===== src/rtl/pipe_ctrl.sv =====
// Pipeline hazard controller: load-use and branch interlocks, E/D-stage forwarding,
// and a RUN / MEM_WAIT / MUL_BUSY sequencer for long-latency memory and multiply.
module pipe_ctrl #(
  parameter int MUL_CYCLES = 4
) (
  input  logic        clk,
  input  logic        rst,
  input  logic [4:0]  RsD,
  input  logic [4:0]  RtD,
  input  logic [4:0]  RsE,
  input  logic [4:0]  RtE,
  input  logic [4:0]  RFAE,
  input  logic [4:0]  RFAM,
  input  logic [4:0]  RFAW,
  input  logic        RFWEE,
  input  logic        RFWEM,
  input  logic        RFWEW,
  input  logic        MtoRFSelE,
  input  logic        MtoRFSelM,
  input  logic        BranchD,
  input  logic        PCSrcD,
  input  logic        DMReqM,
  input  logic        DMRdy,
  input  logic        MulStartE,
  output logic        StallF,
  output logic        StallD,
  output logic        StallE,
  output logic        StallM,
  output logic        FlushD,
  output logic        FlushE,
  output logic        FlushM,
  output logic        FlushW,
  output logic [1:0]  FwdAE,
  output logic [1:0]  FwdBE,
  output logic        FwdAD,
  output logic        FwdBD,
  output logic        Busy,
  output logic [15:0] StallCnt
);

  typedef enum logic [1:0] {
    RUN      = 2'd0,
    MEM_WAIT = 2'd1,
    MUL_BUSY = 2'd2
  } state_t;

  // Counter is loaded so that it reaches zero on the last stall cycle.
  localparam logic [3:0] MUL_LOAD = 4'(MUL_CYCLES - 2);

  state_t      state;
  logic [3:0]  mul_cnt;
  logic [15:0] stall_cnt;
  logic        load_use;
  logic        branch_stall;
  logic        hazard;

  function automatic logic src_hit(input logic we, input logic [4:0] dst, input logic [4:0] src);
    return we && (dst != 5'd0) && (dst == src);
  endfunction

  function automatic logic [1:0] fwd_sel(input logic wem, input logic [4:0] dstm,
                                         input logic wew, input logic [4:0] dstw,
                                         input logic [4:0] src);
    if (src_hit(wem, dstm, src)) begin
      return 2'b10;
    end else if (src_hit(wew, dstw, src)) begin
      return 2'b01;
    end else begin
      return 2'b00;
    end
  endfunction

  assign load_use = MtoRFSelE && (src_hit(RFWEE, RFAE, RsD) || src_hit(RFWEE, RFAE, RtD));
  assign branch_stall = BranchD &&
      (src_hit(RFWEE, RFAE, RsD) || src_hit(RFWEE, RFAE, RtD) ||
       (MtoRFSelM && (src_hit(RFWEM, RFAM, RsD) || src_hit(RFWEM, RFAM, RtD))));
  assign hazard   = load_use || branch_stall;
  assign StallCnt = stall_cnt;

  always_comb begin
    StallF = 1'b0;
    StallD = 1'b0;
    StallE = 1'b0;
    StallM = 1'b0;
    FlushD = 1'b0;
    FlushE = 1'b0;
    FlushM = 1'b0;
    FlushW = 1'b0;
    FwdAE  = fwd_sel(RFWEM, RFAM, RFWEW, RFAW, RsE);
    FwdBE  = fwd_sel(RFWEM, RFAM, RFWEW, RFAW, RtE);
    FwdAD  = src_hit(RFWEM, RFAM, RsD);
    FwdBD  = src_hit(RFWEM, RFAM, RtD);
    Busy   = (state != RUN);
    if (rst) begin
      FlushD = 1'b1;
      FlushE = 1'b1;
      FlushM = 1'b1;
      FlushW = 1'b1;
      FwdAE  = 2'b00;
      FwdBE  = 2'b00;
      FwdAD  = 1'b0;
      FwdBD  = 1'b0;
      Busy   = 1'b0;
    end else begin
      case (state)
        RUN: begin
          StallF = hazard;
          StallD = hazard;
          FlushE = hazard;
          FlushD = PCSrcD && !hazard;
        end
        MEM_WAIT: begin
          StallF = 1'b1;
          StallD = 1'b1;
          StallE = 1'b1;
          StallM = 1'b1;
          FlushW = 1'b1;
        end
        MUL_BUSY: begin
          StallF = 1'b1;
          StallD = 1'b1;
          StallE = 1'b1;
          FlushM = 1'b1;
        end
        default: begin
          StallF = 1'b0;
        end
      endcase
    end
  end

  always_ff @(posedge clk) begin
    if (rst) begin
      state     <= RUN;
      mul_cnt   <= 4'd0;
      stall_cnt <= 16'd0;
    end else begin
      if (StallF && (stall_cnt != 16'hFFFF)) begin
        stall_cnt <= stall_cnt + 16'd1;
      end
      case (state)
        RUN: begin
          if (DMReqM && !DMRdy) begin
            state <= MEM_WAIT;
          end else if (MulStartE) begin
            state   <= MUL_BUSY;
            mul_cnt <= MUL_LOAD;
          end
        end
        MEM_WAIT: begin
          if (DMRdy) begin
            state <= RUN;
          end
        end
        MUL_BUSY: begin
          if (mul_cnt == 4'd0) begin
            state <= RUN;
          end else begin
            mul_cnt <= mul_cnt - 4'd1;
          end
        end
        default: begin
          state   <= RUN;
          mul_cnt <= 4'd0;
        end
      endcase
    end
  end

endmodule


===== config.mk =====
export PLATFORM = sky130hd
export DESIGN_NAME = pipe_ctrl
export DESIGN_NICKNAME = d
export VERILOG_FILES = /design/src/rtl/pipe_ctrl.sv
export SDC_FILE = /design/constraint.sdc
export NUM_CORES = 1
export LEC_CHECK = 0
export BUFFER_PORTS_ARGS = -buffer_cell sky130_fd_sc_hd__buf_2
export CORE_ASPECT_RATIO = 0.8
export CORE_UTILIZATION = 40
export DETAILED_ROUTE_END_ITERATION = 12
export HOLD_SLACK_MARGIN = 0.1
export PLACE_DENSITY = 0.7
export SYNTH_ARGS = -nofsm -noshare
export SYNTH_HDL_FRONTEND = slang
export SYNTH_SLANG_ARGS = --single-unit

===== constraint.sdc =====
create_clock -name clk -period 2.1 [get_ports clk]
set_input_delay 0.42 -clock clk [delete_from_list [all_inputs] [get_ports clk]]
set_output_delay 0.42 -clock clk [all_outputs]
set_load 0.01 [all_outputs]

==> results.sh <==
export IMPL_critPathMaxFanout=2
export IMPL_worst_path_max_delay_cell="a211oi_4"
export IMPL_numCtsBuffers=3
export IMPL_finalCriticalPeriod_ns=2.27
export IMPL_synth_nets=296
export IMPL_nFillCells=393
export IMPL_slew_headroom_pct=74.9
export IMPL_drc=0
export IMPL_regToRegStartpoint="state[0]"
export IMPL_ant_nets=0
export IMPL_clock_latency_ns=0.27
export IMPL_critical_path_startpoint_type="input pin"
export IMPL_n_antenna_cell=0
export IMPL_portBuffers=77
export IMPL_drt_iter0_markers=124
export IMPL_min_delay_start="MulStartE"
export IMPL_multi_input_area_sq_um=1510
export IMPL_leakage_nw=1.27
export IMPL_num_vias=2197
export IMPL_maxCapViolations=0
export IMPL_setup_tns_ns=-1.40
export IMPL_hold_buffers=0
export IMPL_synth_cells=242
export IMPL_grt_pass1_vias=2041
export IMPL_cts_tree="done"
export IMPL_skew_ns=0.00961
export IMPL_wire_per_inst_microns=14.2
export IMPL_drt_total_wl_microns=5910
export IMPL_synth_cell_types=48
export IMPL_cts_clk_slew_worst_paths_ns=0.08
export IMPL_yosysSeqAreaShare_pct=23.1
export IMPL_fin_util_pct=64.2
export IMPL_clock_root_buffer="clkbuf_8"
export IMPL_grt_remaining_overflow=0
export IMPL_setup_ws_ns=-0.171
export IMPL_num_rows=22
export IMPL_start_util_pct=41.5
export IMPL_synthTopCellsByArea="dfxtp_1, xnor2_1, xor2_1"
export IMPL_syn_cell_area_sq_um=1910
export IMPL_ir_drop_mv=0.317
export IMPL_worst_pin_slew_ns=0.374
export IMPL_setup_viol=19
export IMPL_fin_nets=410
export IMPL_slew_viol_final=0
export IMPL_drive_above_1_share_pct=46.5
export IMPL_finalHoldViolations=0
export IMPL_p_per_area_nw_per_um2=452
export IMPL_critPathArrivalTime_ns=1.85
export IMPL_numClockSinks=22
export IMPL_grt_pass1_wl_microns=9210
export IMPL_syn_to_final_growth_pct=54.8
export IMPL_critical_path_endpoint_type="output port"
export IMPL_htree_levels=1
export IMPL_dp_hpwl_microns=3980
export IMPL_pin_count=78
export IMPL_dr_wl_met3_microns=306
export IMPL_met1_length_microns=2720
export IMPL_crit_type="input pin to output port"
export IMPL_die_x_microns=79.2
export IMPL_path_buf_inv=3
export IMPL_place_gp_congestion=0.883
export IMPL_crit_chain="buf_8 -> xor2_2 -> nor3_2 -> nand3_2 -> buf_6 -> a211oi_4 -> a21o_1 -> nand2_1 -> nand2_1 -> buf_2"
export IMPL_antenna_found_initial=0
export IMPL_cp_data_required_time_ns=1.68
export IMPL_die_h_microns=63.8
export IMPL_ys_flop_type="dfxtp_1"
export IMPL_routed_top_layer="met4"
export IMPL_crit_family="simple AND/OR/NAND/NOR gates"
export IMPL_core_sq_um=4600
export IMPL_max_freq_ghz=0.440
export IMPL_synth_top_cell_by_area="dfxtp_1"
export IMPL_period_share_pct=108
export IMPL_regArea_sq_um=443
export IMPL_rsz0062_at_grt="true"
export IMPL_clockBufferDepth=2
export IMPL_route_met2_wl_microns=2760
export IMPL_grt_usage_pct=22.8
export IMPL_async_flop_share_pct=0
export IMPL_crit_start="RtD[1]"
export IMPL_die_area_sq_um=5050
export IMPL_rrSetupSlack_ns=0.02
export IMPL_synth_edff_count=0
export IMPL_cp_common_cell="nand2_1"
export IMPL_grt_max_degree=25
export IMPL_status="finished, violations left"
export IMPL_hold_path_class="input pin to flip-flop"
export IMPL_viasPerCell=5.29
export IMPL_cp_slowest_stage_delay_ns=0.24
export IMPL_synth_top_area_share_pct=23.1
export IMPL_synth_warnings=0
export IMPL_violations="negative setup slack"
export IMPL_yosys_register_bits=22
export IMPL_firstDrtPassIters=6
export IMPL_syn_avg_cell_area_sq_um=7.88
-- area by class of cell --
class                      instances  area share, %
multi-input combinational        200           51.1
inverter                           8           1.02
sequential                        22           15.0
timing repair buffer             121           27.9
clock inverter                     1           1.02
clock buffer                       3           1.40
tap                               60           2.54
-- layer usage --
layer | vias up | track usage (%)
met5 | - | 0
met4 | 0 | 5.68
met3 | 15 | 3.43
met2 | 72 | 37.3
met1 | 1013 | 31.3
li1 | 1097 | -
-- state kept, by name, indices dropped and copies added, names as in the netlist --
signal    flops
StallCnt     16
mul_cnt       4
state         2
-- logic make-up after synthesis --
logic type | share of synthesized area [%]
mux | 0.787
compound gates | 18.4
flops | 23.1
fa+ha+maj | 4.59
buf+inv | 6.29
xor+xnor | 18.4
simple gates | 28.5
-- stage by stage --
step	total power, mW	hold slack [ns]	setup slack, ns	instances	cell area (sq um)
2_1_floorplan	0.688	0.458	-0.0540	242	1920
3_3_place_gp	0.838	0.475	-0.262	399	2530
3_5_place_dp	0.844	0.488	-0.334	399	2530
4_1_cts	1.28	0.473	-0.201	410	2750
5_1_grt	1.41	0.493	-0.322	415	2950
6_report	1.34	0.473	-0.171	415	2950
-- report_power, final --
part           leakage [nW]  internal, mW  total (mW)  switching [mW]
Sequential            0.179         0.429       0.438         0.00922
Clock                0.0357         0.255       0.401           0.146
Combinational          1.06         0.247       0.497           0.250
-- cell usage in the layout (no fill, tap or decap), types with 2 or more instances in the layout --
cell,n
nand4_1,6
a21oi_2,5
nor3_1,7
or4_4,3
or3_4,4
nor2b_1,4
and3_1,3
dfxtp_2,2
or4_1,3
nand2_1,19
nand3_2,2
ha_1,7
dfxtp_1,20
a211oi_1,2
nor2_4,3
and2_1,2
a21oi_1,12
nor4_1,3
o21ai_0,5
o31ai_1,6
buf_2,67
clkbuf_8,3
o211ai_1,3
buf_4,34
xor2_1,17
inv_1,7
buf_8,2
or2_2,2
nor2_1,16
nand3_1,11
buf_6,18
o21ai_1,4
nor3_2,2
and4_1,2
xnor2_1,21
-- synth_stat cells, types with 2 or more instances --
library cell and n:
nand3_1 12, xor2_1 18, inv_1 7, nor2b_1 4, or2_2 2, a211oi_1 3
ha_1 7, or3_2 4, or4_1 5, o31ai_1 6, xnor2_1 22, nor2_1 18
and4_1 2, nand4_1 6, a21oi_1 17, o211ai_1 3, nand2_1 19, and3_1 5
o21ai_1 3, dfxtp_1 22, o311ai_0 2, nor4_1 5, nor3_1 8, clkbuf_1 6
o21ai_0 7, buf_6 5, and2_1 2, o41ai_1 2
-- path summary, 6_finish.rpt --
path             endpoint  cells past startpoint
max                FlushE                     10
min              state[0]                      4
max reg2reg  StallCnt[15]                     10
min reg2reg      state[0]                      2
-- what timing repair did --
item,in CTS,in global routing
endpoints found under the setup margin,12,25
gates resized for setup,20,42
cloned,1,1
pin swaps,22,18
buffers inserted,7,5
-- tightest hold or removal path, delay by kind of cell --
kind / cells / cell delay [ns]
AOI/OAI and AO/OA: 2 / 0.12
buffers and inverters: 1 / 0.10
and+or+nand+nor: 1 / 0.06
No activity file was read; power rests on OpenSTA's default activity.
